## src/rtl/pipe_pkg.sv

```systemverilog
// rtl/pipe_pkg.sv - shared pipeline types and constants for hazard and mul/div logic
package pipe_pkg;
  localparam int REG_W = 5;
  localparam logic [REG_W-1:0] REG_ZERO = 5'd0;
  localparam int MD_LATENCY_DEF = 32;

  typedef enum logic {MD_IDLE, MD_BUSY} md_state_t;

  // $0 is hardwired, so a source naming it can never depend on a writer.
  function automatic logic reads_reg(input logic [REG_W-1:0] src,
                                     input logic             uses,
                                     input logic [REG_W-1:0] dst);
    return uses && (src != REG_ZERO) && (src == dst);
  endfunction
endpackage

```

## src/rtl/md_busy_timer.sv

```systemverilog
// rtl/md_busy_timer.sv - busy timer for the multi-cycle mul/div unit
module md_busy_timer
  import pipe_pkg::*;
#(
  parameter int MD_LATENCY = MD_LATENCY_DEF,
  parameter int CNT_W      = 6
) (
  input  logic clk,
  input  logic rst_n,
  input  logic start_accept,
  output logic md_busy,
  output logic md_done
);

  md_state_t        state;
  logic [CNT_W-1:0] cnt;

  always_ff @(posedge clk or negedge rst_n) begin
    if (!rst_n) begin
      state   <= MD_IDLE;
      cnt     <= '0;
      md_done <= 1'b0;
    end else begin
      md_done <= 1'b0;
      case (state)
        MD_IDLE: begin
          if (start_accept) begin
            state <= MD_BUSY;
            cnt   <= CNT_W'(MD_LATENCY - 1);
          end
        end
        MD_BUSY: begin
          // Result becomes valid in the first IDLE cycle after the count expires.
          if (cnt == '0) begin
            state   <= MD_IDLE;
            md_done <= 1'b1;
          end else begin
            cnt <= cnt - CNT_W'(1);
          end
        end
        default: state <= MD_IDLE;
      endcase
    end
  end

  assign md_busy = (state == MD_BUSY);

endmodule

```

## src/rtl/hazard_scoreboard.sv

```systemverilog
// rtl/hazard_scoreboard.sv - stall/flush generator for load-use, branch and mul/div hazards
// HAZARD_STATS_EN adds saturating per-cause stall cycle counters.
module hazard_scoreboard
  import pipe_pkg::*;
#(
  parameter int MD_LATENCY = MD_LATENCY_DEF,
  parameter int CNT_W      = 6
) (
  input  logic             clk,
  input  logic             rst_n,
  input  logic [REG_W-1:0] rs_d,
  input  logic [REG_W-1:0] rt_d,
  input  logic             uses_rs_d,
  input  logic             uses_rt_d,
  input  logic             branch_d,
  input  logic             md_start_d,
  input  logic             md_read_d,
  input  logic [REG_W-1:0] write_reg_e,
  input  logic             reg_write_e,
  input  logic             mem_to_reg_e,
  input  logic [REG_W-1:0] write_reg_m,
  input  logic             mem_to_reg_m,
  output logic             stall_f,
  output logic             stall_d,
  output logic             flush_e,
  output logic             md_busy,
  output logic             md_done
`ifdef HAZARD_STATS_EN
  ,
  output logic [31:0]      stall_cnt_lw,
  output logic [31:0]      stall_cnt_br,
  output logic [31:0]      stall_cnt_md
`endif
);

  logic use_rs;
  logic use_rt;
  logic dep_e;
  logic dep_m;
  logic lw_stall;
  logic br_stall;
  logic md_stall;
  logic stall;

  // A branch compares both operands in D, so it reads both regardless of uses_*.
  assign use_rs = uses_rs_d | branch_d;
  assign use_rt = uses_rt_d | branch_d;

  assign dep_e = reads_reg(rs_d, use_rs, write_reg_e) | reads_reg(rt_d, use_rt, write_reg_e);
  assign dep_m = reads_reg(rs_d, use_rs, write_reg_m) | reads_reg(rt_d, use_rt, write_reg_m);

  assign lw_stall = rst_n & mem_to_reg_e & reg_write_e & dep_e;
  assign br_stall = rst_n & branch_d & ((reg_write_e & dep_e) | (mem_to_reg_m & dep_m));
  assign md_stall = rst_n & (md_start_d | md_read_d) & md_busy;

  assign stall   = lw_stall | br_stall | md_stall;
  assign stall_f = stall;
  assign stall_d = stall;
  assign flush_e = stall;

  md_busy_timer #(
    .MD_LATENCY(MD_LATENCY),
    .CNT_W     (CNT_W)
  ) u_md_busy_timer (
    .clk         (clk),
    .rst_n       (rst_n),
    .start_accept(md_start_d & ~stall),
    .md_busy     (md_busy),
    .md_done     (md_done)
  );

`ifdef HAZARD_STATS_EN
  always_ff @(posedge clk or negedge rst_n) begin
    if (!rst_n) begin
      stall_cnt_lw <= '0;
      stall_cnt_br <= '0;
      stall_cnt_md <= '0;
    end else begin
      if (lw_stall && stall_cnt_lw != '1) stall_cnt_lw <= stall_cnt_lw + 32'd1;
      if (br_stall && stall_cnt_br != '1) stall_cnt_br <= stall_cnt_br + 32'd1;
      if (md_stall && stall_cnt_md != '1) stall_cnt_md <= stall_cnt_md + 32'd1;
    end
  end
`endif

endmodule

```

## config.mk

```make
export PLATFORM = sky130hd
export DESIGN_NAME = hazard_scoreboard
export DESIGN_NICKNAME = d
export VERILOG_FILES = /design/src/rtl/pipe_pkg.sv /design/src/rtl/md_busy_timer.sv /design/src/rtl/hazard_scoreboard.sv
export SDC_FILE = /design/constraint.sdc
export NUM_CORES = 1
export LEC_CHECK = 0
export ABC_AREA = 1
export BUFFER_PORTS_ARGS = -buffer_cell sky130_fd_sc_hd__buf_2
export CORE_MARGIN = 2
export CORE_UTILIZATION = 50
export DETAILED_ROUTE_END_ITERATION = 8
export PLACE_DENSITY = 0.83
export SETUP_SLACK_MARGIN = 0.5
export SYNTH_ARGS = -nofsm -noshare
export SYNTH_HDL_FRONTEND = slang
export SYNTH_SLANG_ARGS = --single-unit
```

## constraint.sdc

```tcl
create_clock -name clk -period 2.6 [get_ports clk]
set_input_delay 0 -clock clk [delete_from_list [all_inputs] [get_ports clk]]
set_output_delay 0 -clock clk [all_outputs]
set_load 0.01 [all_outputs]
```

# [After elaboration in Yosys (flattened, before gate mapping)]
# Cells that the tools add are included.
[op_classes] addsub=1 eq_ne=6 muxes=8 bitwise_logic=20 reduce_logical=10
[op_table] cell="5-bit == test" count=4
[op_table] cell="6-bit 2-to-1 mux" count=2
[op_table] cell="6-bit case mux with 2 select lines" count=1
[op_table] cell="1-bit bitwise AND" count=10
[op_table] cell="5-bit nonzero test" count=2
[op_table] cell="1-bit OR" count=8
[op_table] cell="1-bit logical AND" count=6
[op_table] cell="6-bit logical NOT" count=1
[op_table] cell="6-bit by 1-bit subtractor with 6-bit output (second input constant)" count=1
[op_table] cell="1-bit 2-to-1 mux" count=4
[op_table] cell="2-bit by 1-bit inequality test with 1-bit output (second input constant)" count=1
[op_table] cell="2-bit inequality test (second input constant)" count=1
[op_table] cell="1-bit NOT" count=2
[op_table] cell="1-bit case mux with 2 select lines" count=1
[op_table] cell="2-bit AND reduction" count=1
[totals] register_bits=8 in_bits=30 out_inout_bits=5 word_cells=48

# [Longest topological paths before layout]
# Gate-level depths: netlist (run 1).
[depth] ltp_word=13 ltp_mapped=14 ltp_nobuf=14

# [By module]
# From an unflattened synthesis (run 1), not the netlist that was laid out.
[hier_totals] cells_unflattened=127 area_unflattened_um2=858.3
[by_module_without_submodules] module="md_busy_timer" n_inst=1 cells_per_inst=56 area_per_inst_um2=461.7 seq_area_each_um2=200.2
[by_module_without_submodules] module="hazard_scoreboard" n_inst=1 cells_per_inst=71 area_per_inst_um2=396.6 seq_area_each_um2=0.0

# [Worst setup path before layout (run 1)]
# No wires, ideal clock.
[synth_path] path_kind="reg2reg" from="reg u_md_busy_timer.cnt[0]" to="reg u_md_busy_timer.cnt[5]" setup_time_ps=120 arrival_ps=1415 path_slack_ps=1064 path_stages_with_launch=13 synth_period_minus_slack_ps=1536 path_cell_list="dfrtp_1 inv_1 ha_1 inv_1 or2_1 nor2_1 inv_2 nor2_2 nand3_2 nand2_4 a21oi_1 o21ai_0 nand2_1"
[synth_between] elab_chain_cells=3 word_cells_on_any_way=6 classes_between="add/sub: 1; eq/ne: 1; mux: 2; reduce/logical: 2"
[synth_rtl] item="from (decl)" line="md_busy_timer.sv:16" rtl="logic [CNT_W-1:0] cnt;"
[synth_rtl] item="from (signal assigned)" line="md_busy_timer.sv:29" rtl="cnt <= CNT_W'(MD_LATENCY - 1);"
[synth_rtl] item="from (signal assigned)" line="md_busy_timer.sv:38" rtl="cnt <= cnt - CNT_W'(1);"
[synth_rtl] item="6-bit by 1-bit subtractor with 6-bit output / 6-bit logical NOT (equally long branches)" line="md_busy_timer.sv:38, md_busy_timer.sv:34"
[synth_rtl] item="6-bit 2-to-1 mux / 2-bit inequality test (equally long branches)"
[synth_rtl] item="6-bit case mux with 2 select lines / 2-bit AND reduction (equally long branches)"
# Parallel ways exist; a longest one is shown, timed or not. The select of a mux whose other input is x is not followed.
# A chain may end at the register's enable or synchronous reset.

# [Final worst setup path (run 1)]
[layout_path] from="reg u_md_busy_timer.cnt[0]" to="reg u_md_busy_timer.cnt[3]"
# Same word-level chain as after synthesis.

==> results.toml, run 1 <==
[power]
cellPowerDensity_nw_per_um2 = 658
pwr-share-clk = 0.138
ir_drop_uv = 583
seq_power_share = 0.351
p_sw_uw = 301
p_sw_frac = 0.442
leakage_nw = 0.601
p_int_uw = 379
power.share.combinational = 0.511

[timing]
hold_viol_final = 0
finalMaxSlewViolations = 0
setup_tns_ps = 0
layout_worst_path_cycle_share = 0.655
relSlewSlack = 0.751
setup_slack_ps = 898
clock_skew_ps = 1.99
holdWs_ps = 100
tightest_slew_ps = 373
timing.final.crit_period_ps = 1700
max_freq_ghz = 0.588
setup_violations = 0
rsz0062_at_grt = "no"

[placed_design]
pre_cts_ws_ps = 900
post-dp-hpwl_um = 1530
portBuffers = 34
place_congestion = 0.847
placedCellCount = 175

[synth]
synth_area_leaders = "dfrtp_1 24%, nand2_1 18%, xor2_1 11%"
synth_top_area_frac = 0.240
synth_simple_gate_area_frac = 0.438
yosysTopAreaCell = "dfrtp_1"
synth_xor_area_frac = 0.189
synth.avg_cell_area_um2 = 6.51
muxShareOfSynthArea = 0
seq_area_frac_synth = 0.240
syn_nets = 159
synth_warnings = 0
ys_ff_latch = 8
synthCells = 128
synth_top_family_by_area = "simple AND/OR/NAND/NOR gates"
synth-compound-area-share = 0.0180
ys_types = 20
synthAdderAreaFrac = 0.0150
syn_area_um2 = 833

[clock_network]
htreeDepth = 1
clock_latency_ps = 250
cts-root-buf = "clkbuf_4"
cts_hold_buf = 1
cts_setup_buffers = 0
cts_made_buffers = 3
cts_resized = 0
path_clk_slew_ps = 50
cts.sinks = 8
cts.path.max_buffers = 2
cts_tree = "yes"

[critical_path]
cp_slowest_stage_delay_ps = 380
cp_max_fo = 7
crit_path_end_kind = "flop"
cp-startpoint = "u_md_busy_timer.cnt[0]"
reg2reg_to = "u_md_busy_timer.cnt[3]"
path_class = "reg -> reg"
worstPathCellList = "inv_1 -> ha_1 -> inv_1 -> or2_1 -> nor2_1 -> inv_2 -> nor2_2 -> nand3_2 -> nand2_4 -> nand2_4 -> nand2_1 -> nand2_1"
crit_path_end = "u_md_busy_timer.cnt[3]"
crit_slowest_cell = "dfrtp_1"
arrival_ps = 1840
reg2reg_slack_ps = 900
required_ps = 2740
startpoint_type = "flop"
reg2reg_depth = 12
r2r_start = "u_md_busy_timer.cnt[0]"

[detailed_routing]
drc = 0
num_vias = 879
ant_nets = 0
drtIter0Drc = 14
wl_um = 1780
routed_via_density = 4.91
wl_per_cell_um = 9.92
dr.pass1.iters = 4

[hold_path]
hold_class = "in -> reg"
min_from = "md_start_d"

[floorplan]
start_util = 0.541
die_width_um = 44.8
io_pins = 35
core.rowCount = 14
dieArea_um2 = 2010
core-area_um2 = 1540
die_y_um = 44.8

[global_route]
grt_pass1_vias = 802
antenna_found_initial = 0
grtUsageTotal = 0.209
grt_max_degree = 10
grt-ovfl-total = 0
grt_pass1_wl_um = 3140

[final_layout]
fin_util = 0.670
drive_above_1_share = 0.270
n_antenna_cell = 0
n_fill_cell = 140
area_growth_pct = 24.0
nets = 196
fin_cells = 179

[job]
maxCapViolations = 0

[outcome]
status = "completed"
[synth_stat cells (all sizes together)]
cell	number
buf	3
nor2	21
o21ai	2
ha	1
dfrtp	8
xor2	10
a21oi	1
xnor2	8
nand3	10
nand3b	3
nand2	42
inv	16
or2	3
[critical path, delay by kind of cell, from the launching register on]
family                   cells  cell delay, ps
AND/OR/NAND/NOR              8             860
flip-flops                   1             380
buffers and inverters        3             180
adder cells (fa/ha/maj)      1             150
[cell type report]
| cell class | count | area [µm²] | share of cell area |
|---|---|---|---|
| repair buffers | 35 | 180 | 0.174 |
| well taps | 16 | 20.0 | 0.0194 |
| multi-input cells | 101 | 551 | 0.533 |
| inverters | 16 | 60.1 | 0.0581 |
| clock buffers | 3 | 22.5 | 0.0218 |
| flip-flops and latches | 8 | 200 | 0.194 |
[sequential cells by signal (all words and copies together) (netlist names)]
register	flops
u_md_busy_timer.md_done	1
u_md_busy_timer.cnt	6
u_md_busy_timer.md_busy	1
[metal layers]
layer  vias to the layer above  share of wire  GRT usage
met3                         0          0.068     0.0600
met4                         0              0     0.0176
met5                         -              0          0
li1                        456              -          -
met1                       402           0.44      0.251
met2                        21           0.50      0.383
[cell usage in the layout (no fill, tap or decap), types with 2 or more instances in the layout]
cell      count
xnor2_1       8
or2_0         2
xor2_1       10
buf_2        34
nor2_1       20
nand3_1       8
nand3b_1      3
o21ai_0       2
nand2_1      39
clkbuf_4      3
nand2_4       2
dfrtp_1       8
inv_1        15
[logic make-up (layout without fill, tap and decap cells)]
group | count (synthesis) | after routing
and+or+nand+nor | 79 | 79
buffers and inverters | 19 | 54
xor gates and xnor gates | 18 | 18
DFF | 8 | 8
AOI/OAI and AO/OA | 3 | 3
adders and majority gates | 1 | 1
[through the flow]
step | power (mW) | area, µm²
after global placement | 0.568 | 1000
after floorplan | 0.498 | 833
after detailed placement | 0.588 | 1000
final | 0.680 | 1030
after CTS | 0.684 | 1030
after global routing | 0.753 | 1030
[power groups by stage]
stage          Combinational [mW]  Sequential (mW)  Clock, mW
2_1_floorplan               0.282            0.216          0
3_3_place_gp                0.333            0.236          0
3_5_place_dp                0.348            0.240          0
4_1_cts                     0.350            0.238     0.0954
5_1_grt                     0.402            0.247      0.104
6_report                    0.348            0.239     0.0939
[how the worst min path moves through the flow]
stage                              end  slack [ps]  depth (start not counted)
6_report       u_md_busy_timer.md_busy         100                          3
5_1_grt        u_md_busy_timer.md_busy         100                          3
4_1_cts        u_md_busy_timer.md_busy          90                          3
3_5_place_dp    u_md_busy_timer.cnt[5]        -140                          1
3_3_place_gp    u_md_busy_timer.cnt[5]        -140                          1
2_1_floorplan   u_md_busy_timer.cnt[0]        -300                          0
No activity file was read; power rests on OpenSTA's default activity.
==> run 2: changes to the inputs <==
CORE_UTILIZATION = 47   (was 50)
PLACE_DENSITY = 0.79   (was 0.83)
clock period = 1.7 ns   (was 2.6 ns; I/O delays follow)
==> run 2 against run 1 <==
Against the previous run: design area rose by 9.0%; cell count up 5.6%; routed wire length is 13% higher; setup slack got worse by 880 ps; combinational power grew 100%; first-iteration DRC count decreased by 29%; die area rose by 5.8%; maximum frequency rose by 0.99%; largest cell class unchanged.
==> results.toml, run 2 (same netlist as run 1, synthesis figures left out) <==
[critical_path]
startpoint_type = "flop"
arrival_ps = 1890
crit_path_end_kind = "flop"
path_class = "reg -> reg"
required_ps = 1900
cp_max_fo = 3

[power]
p_sw_uw = 528
ir_drop_uv = 788
leakage_nw = 0.640
total_power_mw = 1.22
power.share.combinational = 0.571
seq_power_share = 0.306
pwr-share-clk = 0.123
p_sw_frac = 0.431
cellPowerDensity_nw_per_um2 = 1090
p_int_uw = 696

[detailed_routing]
wl_per_cell_um = 10.6
ant_nets = 0
drtIter0Drc = 10
routed_via_density = 4.80
dr.pass1.iters = 4
drc = 0
wl_um = 2010
num_vias = 907

[floorplan]
start_util = 0.493
die_width_um = 46.1
core-area_um2 = 1690
core.rowCount = 15
die_y_um = 46.1
io_pins = 35
dieArea_um2 = 2130

[placed_design]
placedCellCount = 176
post-dp-hpwl_um = 1450
dpl_cell_area_um2 = 1000
place_congestion = 0.820
portBuffers = 34
pre_cts_ws_ps = 70.8

[clock_network]
cts.path.max_buffers = 2
cts_tree = "yes"
cts_made_buffers = 3
cts-root-buf = "clkbuf_4"
cts.sinks = 8
clock_latency_ps = 260
path_clk_slew_ps = 60
htreeDepth = 1

[timing]
layout_worst_path_cycle_share = 0.991
setup_slack_ps = 14.7
timing.final.crit_period_ps = 1690
max_freq_ghz = 0.593
holdWs_ps = 99.5
clock_skew_ps = 0.338
relSlewSlack = 0.735
hold_viol_final = 0
setup_violations = 0
rsz0062_at_grt = "yes"
tightest_slew_ps = 396
finalMaxSlewViolations = 0
setup_tns_ps = 0

[final_layout]
area_growth_pct = 35.1
drive_above_1_share = 0.349
nets = 205
fin_area_um2 = 1130
largest_reg_flops = 6
final_cell_mix = "38 x nand2_1, 34 x buf_2, 20 x nor2_1, 11 x inv_1, 10 x xor2_1"
final_common_cell = "nand2_1"
fin_util = 0.667
top_register = "u_md_busy_timer.cnt"
n_antenna_cell = 0
fin_cells = 189

[outcome]
status = "completed"

[hold_path]
hold_class = "in -> reg"

[global_route]
grt_pass1_wl_um = 2850
grt_max_degree = 10
grt_pass1_vias = 730
grt-ovfl-total = 0
grtUsageTotal = 0.187
antenna_found_initial = 0

[job]
maxCapViolations = 0
-- run 2: timing repair --
item                                    in CTS  in global routing
pin swaps                                    1                  0
endpoints found under the setup margin       8                  9
hold buffers                                 1                  0
endpoints found under the hold margin        8                  0
gates resized for setup                      1                  9
cloned                                       0                  0
buffers inserted                             6                  3
-- run 2: power by group through the flow --
stage / registers [mW] / logic (mW) / clock network, mW
global placement: 0.364 / 0.511 / 0
global route: 0.382 / 0.786 / 0.164
finish: 0.374 / 0.699 / 0.151
floorplan: 0.332 / 0.432 / 0
CTS: 0.363 / 0.607 / 0.154
detailed placement: 0.365 / 0.529 / 0
-- run 2: metal layers --
layer | global-route usage | routed length (µm) | vias up
met4 | 0.0457 | 27 | 0
met2 | 0.311 | 1040 | 29
met5 | 0 | 0 | -
met1 | 0.235 | 820 | 401
met3 | 0.0588 | 126 | 4
li1 | - | - | 473
-- run 2: worst paths after layout --
path / startpoint / endpoint / slack (ps) / cells after the start
max in group asynchronous: rst_n / u_md_busy_timer.md_busy / 1200 / 2
setup / recovery: u_md_busy_timer.cnt[1] / u_md_busy_timer.md_done / 10 / 12
min in group asynchronous: rst_n / u_md_busy_timer.cnt[4] / 200 / 2
setup reg to reg: u_md_busy_timer.cnt[1] / u_md_busy_timer.md_done / 10 / 12
hold / removal: md_start_d / u_md_busy_timer.md_busy / 100 / 3
hold reg to reg: u_md_busy_timer.cnt[0] / u_md_busy_timer.cnt[0] / 510 / 2
-- run 2: final cells by class --
cell class                 count  area [µm²]
tap                           17        21.3
multi-input combinational    101         566
inverter                      16        60.1
timing repair buffer          44         255
sequential                     8         201
fill                         145         563
clock buffer                   3        22.5
-- run 2: critical path, stage by stage (launching register included) --
cell and delay [ps]:
dfrtp_1 410, inv_2 90, ha_4 120, inv_2 30, or2_1 210, nor2_1 110, inv_2 50, nor2_2 100
nand3_2 110, buf_4 160, buf_6 100, buf_6 100, inv_2 30
